===== src/rtl/key_debounce_if.sv =====
// Key debounce interface: scanner-side inputs and committed-key outputs.
// master = scanner/consumer side, slave = debounce stage.
interface key_debounce_if #(
    parameter int KEY_W = 4
);
    logic [KEY_W-1:0] keyDecoded;
    logic             keyPressed;
    logic [KEY_W-1:0] keyDebounced;
    logic             keyValid;
    logic             keyHeld;
    logic             keyReleased;

    modport master (
        output keyDecoded,
        output keyPressed,
        input  keyDebounced,
        input  keyValid,
        input  keyHeld,
        input  keyReleased
    );

    modport slave (
        input  keyDecoded,
        input  keyPressed,
        output keyDebounced,
        output keyValid,
        output keyHeld,
        output keyReleased
    );
endinterface


===== src/rtl/key_debounce_fsm.sv =====
// Key debounce / commit stage between the keypad decoder and the display logic.
// A key code is committed only after PRESS_CYCLES stable pressed samples; the
// release is qualified by RELEASE_CYCLES consecutive released samples.
// Optional typematic repeat: define KEY_DEBOUNCE_AUTO_REPEAT_EN.
//
//   state        | meaning
//   -------------+------------------------------------------------------
//   IDLE         | no key down, waiting for keyPressed
//   PRESS_WAIT   | candidate code latched, counting stable pressed samples
//   HELD         | key committed, waiting for keyPressed to drop
//   RELEASE_WAIT | counting released samples; a press returns to HELD
module key_debounce_fsm #(
    parameter int KEY_W          = 4,
    parameter int PRESS_CYCLES   = 240000,
    parameter int RELEASE_CYCLES = 240000,
    parameter int REPEAT_DELAY   = 24000000,
    parameter int REPEAT_PERIOD  = 4800000
) (
    input logic           clk,
    input logic           reset,
    key_debounce_if.slave kif
);

    localparam int MAX_CNT = (PRESS_CYCLES > RELEASE_CYCLES) ? PRESS_CYCLES : RELEASE_CYCLES;
    localparam int CNT_W   = $clog2(MAX_CNT) + 1;

    // Catch nonsensical parameterisations at elaboration.
    if (PRESS_CYCLES < 2 || RELEASE_CYCLES < 2 || REPEAT_DELAY < 1 || REPEAT_PERIOD < 1) begin : g_bad_params
        $error("key_debounce_fsm: illegal count parameters");
    end

    typedef enum logic [1:0] {
        IDLE         = 2'd0,
        PRESS_WAIT   = 2'd1,
        HELD         = 2'd2,
        RELEASE_WAIT = 2'd3
    } state_t;

    state_t           state_q, state_d;
    logic [CNT_W-1:0] cnt_q, cnt_d;
    logic [KEY_W-1:0] cand_q, cand_d;
    logic [KEY_W-1:0] key_q, key_d;
    logic             valid_q, valid_d;
    logic             held_q, held_d;
    logic             released_q, released_d;
    logic [CNT_W-1:0] cnt_inc;

    // Saturating increment so the counter can never wrap.
    assign cnt_inc = (cnt_q == CNT_W'(MAX_CNT)) ? cnt_q : cnt_q + CNT_W'(1);

`ifdef KEY_DEBOUNCE_AUTO_REPEAT_EN
    localparam int REP_MAX = (REPEAT_DELAY > REPEAT_PERIOD) ? REPEAT_DELAY : REPEAT_PERIOD;
    localparam int REP_W   = $clog2(REP_MAX) + 1;

    logic [REP_W-1:0] rep_cnt_q, rep_cnt_d;
    logic             rep_first_q, rep_first_d;
    logic [REP_W-1:0] rep_target;

    // First repeat waits REPEAT_DELAY, later ones REPEAT_PERIOD.
    assign rep_target = rep_first_q ? REP_W'(REPEAT_PERIOD - 1) : REP_W'(REPEAT_DELAY - 1);
`endif

    // Next-state and registered-output logic.
    always_comb begin
        state_d    = state_q;
        cnt_d      = cnt_q;
        cand_d     = cand_q;
        key_d      = key_q;
        valid_d    = 1'b0;
        held_d     = held_q;
        released_d = 1'b0;

        case (state_q)
            IDLE: begin
                if (kif.keyPressed) begin
                    cand_d  = kif.keyDecoded;
                    cnt_d   = CNT_W'(1);
                    state_d = PRESS_WAIT;
                end
            end
            PRESS_WAIT: begin
                if (!kif.keyPressed) begin
                    cnt_d   = '0;
                    state_d = IDLE;
                end else if (kif.keyDecoded != cand_q) begin
                    cand_d = kif.keyDecoded;
                    cnt_d  = CNT_W'(1);
                end else if (cnt_q == CNT_W'(PRESS_CYCLES - 1)) begin
                    cnt_d   = '0;
                    key_d   = cand_q;
                    valid_d = 1'b1;
                    held_d  = 1'b1;
                    state_d = HELD;
                end else begin
                    cnt_d = cnt_inc;
                end
            end
            HELD: begin
                if (!kif.keyPressed) begin
                    cnt_d   = CNT_W'(1);
                    state_d = RELEASE_WAIT;
                end
            end
            RELEASE_WAIT: begin
                // Release bounce: the code is deliberately not re-checked.
                if (kif.keyPressed) begin
                    cnt_d   = '0;
                    state_d = HELD;
                end else if (cnt_q == CNT_W'(RELEASE_CYCLES - 1)) begin
                    cnt_d      = '0;
                    held_d     = 1'b0;
                    released_d = 1'b1;
                    state_d    = IDLE;
                end else begin
                    cnt_d = cnt_inc;
                end
            end
            default: begin
                state_d = IDLE;
                cnt_d   = '0;
            end
        endcase
    end

`ifdef KEY_DEBOUNCE_AUTO_REPEAT_EN
    // Typematic repeat: restart on every HELD entry, strobe while staying in HELD.
    always_comb begin
        rep_cnt_d   = rep_cnt_q;
        rep_first_d = rep_first_q;
        if (state_d == HELD && state_q != HELD) begin
            rep_cnt_d   = '0;
            rep_first_d = 1'b0;
        end else if (state_q == HELD && state_d == HELD) begin
            if (rep_cnt_q == rep_target) begin
                rep_cnt_d   = '0;
                rep_first_d = 1'b1;
            end else begin
                rep_cnt_d = rep_cnt_q + REP_W'(1);
            end
        end
    end

    // Repeat counter registers.
    always_ff @(posedge clk or negedge reset) begin
        if (!reset) begin
            rep_cnt_q   <= '0;
            rep_first_q <= 1'b0;
        end else begin
            rep_cnt_q   <= rep_cnt_d;
            rep_first_q <= rep_first_d;
        end
    end
`endif

    // State, counter and output registers.
    always_ff @(posedge clk or negedge reset) begin
        if (!reset) begin
            state_q    <= IDLE;
            cnt_q      <= '0;
            cand_q     <= '0;
            key_q      <= '0;
            valid_q    <= 1'b0;
            held_q     <= 1'b0;
            released_q <= 1'b0;
        end else begin
            state_q    <= state_d;
            cnt_q      <= cnt_d;
            cand_q     <= cand_d;
            key_q      <= key_d;
`ifdef KEY_DEBOUNCE_AUTO_REPEAT_EN
            valid_q    <= valid_d |
                          ((state_q == HELD) && (state_d == HELD) && (rep_cnt_q == rep_target));
`else
            valid_q    <= valid_d;
`endif
            held_q     <= held_d;
            released_q <= released_d;
        end
    end

    assign kif.keyDebounced = key_q;
    assign kif.keyValid     = valid_q;
    assign kif.keyHeld      = held_q;
    assign kif.keyReleased  = released_q;

endmodule

===== src/flat_wrapper.sv =====
// flat-port wrapper written by rule: the top's interface ports become plain ports
module key_debounce_fsm_flat 
#(
    parameter int KEY_W          = 4,
    parameter int PRESS_CYCLES   = 240000,
    parameter int RELEASE_CYCLES = 240000,
    parameter int REPEAT_DELAY   = 24000000,
    parameter int REPEAT_PERIOD  = 4800000
)
  (clk, reset, kif_keyDecoded, kif_keyPressed, kif_keyDebounced, kif_keyValid, kif_keyHeld, kif_keyReleased);
  key_debounce_if #(.KEY_W(KEY_W)) kif_i ();
  input logic clk;
  input logic reset;
  input wire logic [$bits(kif_i.keyDecoded)-1:0] kif_keyDecoded;
  input wire logic [$bits(kif_i.keyPressed)-1:0] kif_keyPressed;
  output wire logic [$bits(kif_i.keyDebounced)-1:0] kif_keyDebounced;
  output wire logic [$bits(kif_i.keyValid)-1:0] kif_keyValid;
  output wire logic [$bits(kif_i.keyHeld)-1:0] kif_keyHeld;
  output wire logic [$bits(kif_i.keyReleased)-1:0] kif_keyReleased;
  assign kif_i.keyDecoded = kif_keyDecoded;
  assign kif_i.keyPressed = kif_keyPressed;
  assign kif_keyDebounced = kif_i.keyDebounced;
  assign kif_keyValid = kif_i.keyValid;
  assign kif_keyHeld = kif_i.keyHeld;
  assign kif_keyReleased = kif_i.keyReleased;
  key_debounce_fsm #(.KEY_W(KEY_W), .PRESS_CYCLES(PRESS_CYCLES), .RELEASE_CYCLES(RELEASE_CYCLES), .REPEAT_DELAY(REPEAT_DELAY), .REPEAT_PERIOD(REPEAT_PERIOD)) u_core (.clk(clk), .reset(reset), .kif(kif_i));
endmodule

===== config.mk =====
export PLATFORM = sky130hd
export DESIGN_NAME = key_debounce_fsm_flat
export DESIGN_NICKNAME = d
export VERILOG_FILES = /design/src/rtl/key_debounce_if.sv /design/src/rtl/key_debounce_fsm.sv /design/src/flat_wrapper.sv
export SDC_FILE = /design/constraint.sdc
export NUM_CORES = 1
export LEC_CHECK = 0
export CAP_MARGIN = 15
export CORE_ASPECT_RATIO = 0.9
export CORE_MARGIN = 5
export CORE_UTILIZATION = 55
export CTS_BUF_LIST = sky130_fd_sc_hd__clkbuf_4
export DETAILED_ROUTE_END_ITERATION = 12
export PLACE_DENSITY = 0.86
export SKIP_CTS_REPAIR_TIMING = 1
export SLEW_MARGIN = 20
export SYNTH_ARGS = -nofsm -noshare
export SYNTH_HDL_FRONTEND = slang
export SYNTH_SLANG_ARGS = --single-unit

===== constraint.sdc =====
create_clock -name clk -period 1.98 [get_ports clk]
set_input_delay 0.297 -clock clk [delete_from_list [all_inputs] [get_ports clk]]
set_output_delay 0.297 -clock clk [all_outputs]
set_load 0.05 [all_outputs]

Word-level counts from Yosys, hierarchy flattened. Index checks and enable logic that the tools add are counted.

Logic and storage cells: 66. Flip-flop bits (word level): 32. Input bits: 7. Output and inout port bits: 7.

Multiplexer cells: 32. $add $sub $neg: 1. Reduce and logical (&&, ||, !) cells: 8. Bitwise operators: 1. Eq/ne operators: 17.

Operator list (count): $mux 19 (7); $pmux 19 s4 (1); $eq 19x18->1 const B (2); $add 19x1->19 const B (1); $mux 2 (7); $mux 4 (3); $mux 1 (11); $ne 2x2->1 const B (5); $pmux 2 s4 (1); $pmux 4 s2 (1); $reduce_and 4->1 (2); $ne 2x1->1 const B (3); $ne 3x2->1 const B (2); $reduce_and 6->1 (1); $reduce_and 5->1 (1); $eq 2x2->1 const B (2); $ne 4x4->1 (1); $reduce_bool 2->1 (2); $ne 3x3->1 const B (1); $eq 2x1->1 const B (1); $logic_not 2->1 (1); $pmux 1 s2 (1); $reduce_and 2->1 (1); $not 1->1 (1).

Longest topological paths before layout.
Depth after elaboration: 6. Gate-level depth with buffers: 7. Depth with buffers taken out: 6.

Worst setup path after synthesis. No wires, ideal clock.

Path type: reg-to-reg. Start point: reg u_core.cnt_q[1]. End point: reg u_core.cnt_q[17]. Period minus slack after synthesis: 1785 ps. Arrival time: 1660 ps. Library setup time: 126 ps. Stages on the path, launching flop included: 8. Slack: 195 ps. Buffers on the path: 1. Required time: 1854 ps. Path through: dfrtp_1 ha_1 nand3_2 nor3_2 a21bo_2 buf_4 nor2_2 a221o_1.

Word-level cells in the longest chain between the ends: 6. Elaborated cells between the ends (all ways): 9. Classes of those cells: 1 x add/sub; 2 x eq/ne; 6 x mux.

Ends and longest elaborated chain: from (decl) (line key_debounce_fsm.sv:40) `logic [CNT_W-1:0] cnt_q, cnt_d;`; from (signal assigned) (line key_debounce_fsm.sv:167) `cnt_q <= cnt_d;`; $add 19x1->19 or $eq 19x18->1 (tied branches) (line key_debounce_fsm.sv:49) `assign cnt_inc = (cnt_q == CNT_W'(MAX_CNT)) ? cnt_q : cnt_q + CNT_W'(1);`; $mux 19 (line key_debounce_fsm.sv:49); $mux 19 * (line key_debounce_fsm.sv:88, key_debounce_fsm.sv:109); $mux 19 (line key_debounce_fsm.sv:85) `end else if (kif.keyDecoded != cand_q) begin`; $mux 19 (line key_debounce_fsm.sv:82) `if (!kif.keyPressed) begin`; $pmux 19 s4 * (line key_debounce_fsm.sv:73) `case (state_q)`.

Every way passes the cells marked *; elsewhere a longest branch is shown, timed or not. A chain may end at the register's enable or synchronous reset.

Final worst setup path.
Start point: reg u_core.cand_q[2]. End point: reg u_core.key_q[3] (netlist: u_core.kif.keyDebounced[3]).

Word-level cells in the longest chain between the ends: 3.

Ends and longest elaborated chain: from (decl) (line key_debounce_fsm.sv:41) `logic [KEY_W-1:0] cand_q, cand_d;`; from (signal assigned) (line key_debounce_fsm.sv:168) `cand_q <= cand_d;`; $ne 4x4->1 (line key_debounce_fsm.sv:85); $not 1->1 (no line); $reduce_and 4->1 (no line); to (signal assigned) (line key_debounce_fsm.sv:169) `key_q <= key_d;`; to (decl) (line key_debounce_fsm.sv:42) `logic [KEY_W-1:0] key_q, key_d;`.

Every way passes these cells.

==> flow_summary.yaml <==
timing:
  finalCritPeriodShare_pct: 99.6
  period_minus_slack_ns: 1.97
  clock.fmax_mhz: 507
  hold_ws_ns: 0.248
  worst_slack_ns: 0.00696
  hold_violations: 0
  clock-skew-final_ns: 0.0120
  worst_slew_pin_slew_ns: 0.824
  maxSlewHeadroom_pct: 44.9
  rsz0062_at_grt: "true"
  finalSetupViolCount: 0
  final_max_slew_viol_count: 0
worst_setup_path:
  required_ns: 2.21
  cp.arrival_ns: 2.20
  crit_fanout: 4
  critPathKind: "reg2reg"
  ff2ff_setup_slack_ns: 0.007
  cp-start-kind: "flip-flop"
  setup.worst_path.end_class: "flip-flop"
pwr:
  p_leak_nw: 1.06
  max-vdd-ir-drop_mv: 0.483
  totalPowerFinal_w: 0.00147
  power-per-cell-area_nw_per_um2: 626
floorplanning:
  die_w_um: 70.9
  dieHeight_um: 64.8
  initial_core_util_pct: 55.6
  dieArea_um2: 4600
  io_pins: 14
  coreArea_um2: 3300
  rows: 20
grt:
  grt_pass1_vias: 1635
  grt_pass1_wl_um: 7500
  grt_overflow: 0
  gr-usage-all-layers_pct: 20.6
  antenna_found_initial: 0
  grt_max_degree: 33
clock_tree:
  cts_root_buf: "clkbuf_4"
  cts_tree: "done"
  cts_max_level: 2
  clockBufferDepth: 2
  cts.sinks: 32
  clk_pin_slew_ns: 0.10
  cts-buffers-inserted: 5
  clk_latency_ns: 0.34
detailed_routing:
  drt_iter0_markers: 71
  drt-total-wl_um: 4610
  vias: 1595
  wl_per_cell_um: 17.4
  detail-route-antenna-nets: 0
  vias_per_cell: 6.02
  firstDrtPassIters: 4
  drcViolationCount: 0
cells_and_area:
  fin_nets: 229
  utilization_pct: 71.0
  regArea_um2: 803
  design_area_um2: 2340
  fillers: 235
  multi_input_comb_area_um2: 1060
  drive_gt1_share_pct: 24.9
  diodes: 0
  area_growth_pct: 27.6
logic_synthesis:
  netlist_area_um2: 1840
  synth_compound_area_share_pct: 18.4
  ys_seq_elements: 32
  syn_nets: 191
  yosysTopAreaCell: "dfrtp_1"
  synth_mux_area_share_pct: 2.45
  yosysSeqAreaShare_pct: 43.6
  syn_area_per_cell_um2: 10.1
  yosysUniqueCellTypes: 52
  synthAdderAreaFrac_pct: 1.36
  synth.area.top_cells: "dfrtp_1, a22o_1, nand2_1"
  synth_top_area_share_pct: 43.6
  yosys_warnings: 0
  synth_top_family_by_area: "simple AND/OR/NAND/NOR gates"
  yosys.area_share.simple_pct: 26.5
  synthCells: 182
  synth-xor-area-share_pct: 4.29
placed_design:
  portBuffers: 13
  place_ws_ns: -0.304
  placed_cell_area_um2: 2160
  dp_hpwl_um: 3190
  place_congestion: 0.915
job:
  max_cap_violations: 0
min_path:
  hold_path_class: "in2reg"
status:
  outcome: "completed"
==> worst paths after layout <==
path,endpoint,from,depth (start not counted)
worst max-delay path,u_core.kif.keyDebounced[3],u_core.cand_q[2],5
worst min-delay path,u_core.cand_q[0],kif_keyDecoded[0],3
worst max register to register,u_core.kif.keyDebounced[3],u_core.cand_q[2],5
worst min register to register,u_core.kif.keyDebounced[1],u_core.kif.keyDebounced[1],1
max in group asynchronous,u_core.cnt_q[5],reset,2
min in group asynchronous,u_core.cnt_q[3],reset,2
==> layout by cell type (no fill, tap or decap), types with 4 or more instances in the layout <==
| cell | instances |
|---|---|
| o21ai_0 | 7 |
| xor2_1 | 6 |
| nor3_1 | 6 |
| o31ai_1 | 4 |
| buf_4 | 23 |
| nand2_1 | 23 |
| nand3_1 | 6 |
| clkdlybuf4s50_1 | 12 |
| a21o_1 | 4 |
| a22o_1 | 12 |
| dfrtp_1 | 30 |
| mux2_4 | 4 |
| clkbuf_4 | 5 |
| inv_1 | 7 |
| nor2_1 | 5 |
==> metrics by stage <==
| stage | setup TNS (ns) | std cells |
|---|---|---|
| 2_1_floorplan | 0 | 182 |
| 3_3_place_gp | -2.08 | 254 |
| 3_5_place_dp | -5.79 | 254 |
| 4_1_cts | 0 | 262 |
| 5_1_grt | -0.211 | 265 |
| 6_report | 0 | 265 |
==> area by class of cell <==
class	count	area share, %
Multi-Input combinational cell	137	45.2
Sequential cell	32	34.3
Timing Repair Buffer	37	13.9
Tap cell	44	2.35
Clock buffer	5	1.60
Clock inverter	3	1.60
Inverter	7	1.12
==> worst max-delay path, cell delays in order (launching register included) <==
cell     delay, ns
dfrtp_1       0.43
xor2_1        0.20
nor4_4        0.41
nand4_1       0.24
nor2_4        0.26
mux2_4        0.32
==> Yosys cell counts (all sizes together) <==
cell / instances
nor3b: 3
a221o: 1
o21a: 1
o31a: 1
buf: 3
nor2: 7
or2: 1
o31ai: 5
clkbuf: 3
nor4: 5
nor4bb: 2
o2bb2ai: 1
a21bo: 1
and2: 2
ha: 2
nor2b: 3
and3: 3
mux2: 4
nor4b: 1
nand4: 3
a21oi: 1
nor3: 8
a21o: 4
nand2b: 3
o21ai: 7
nand3: 8
o311ai: 1
nand2: 23
inv: 7
and2b: 2
and4: 2
and3b: 1
a21boi: 1
xor2: 7
or4b: 1
o41ai: 1
a211oi: 3
xnor2: 2
dfrtp: 32
or3: 2
o22a: 2
a22o: 12
==> logic make-up after synthesis <==
| group | Yosys count |
|---|---|
| buf+inv | 13 |
| compound gates | 42 |
| mux | 4 |
| xor+xnor | 9 |
| flops | 32 |
| simple gates | 80 |
| fa+ha+maj | 2 |
==> sequential cells by signal, summed over array words and instances (netlist names), named ones only <==
signal	flops
u_core.cand_q	4
u_core.state_q	1
u_core.kif.keyValid	1
u_core.kif.keyDebounced	4
u_core.kif.keyReleased	1
u_core.kif.keyHeld	1
u_core.cnt_q	19
==> layer usage <==
metal  global-route usage (%)  wire [um]
met5                        0          0
met4                     9.39        119
met3                     4.65        157
met2                     36.5       2400
met1                     23.5       1940
==> power breakdown <==
group	switching [W]	leakage, nW	total (W)	internal, W
clock network	0.000225	0.0403	0.000483	0.000258
logic	0.000152	0.592	0.000275	0.000123
registers	0.0000311	0.430	0.000710	0.000679
No activity file was read; power rests on OpenSTA's default activity.
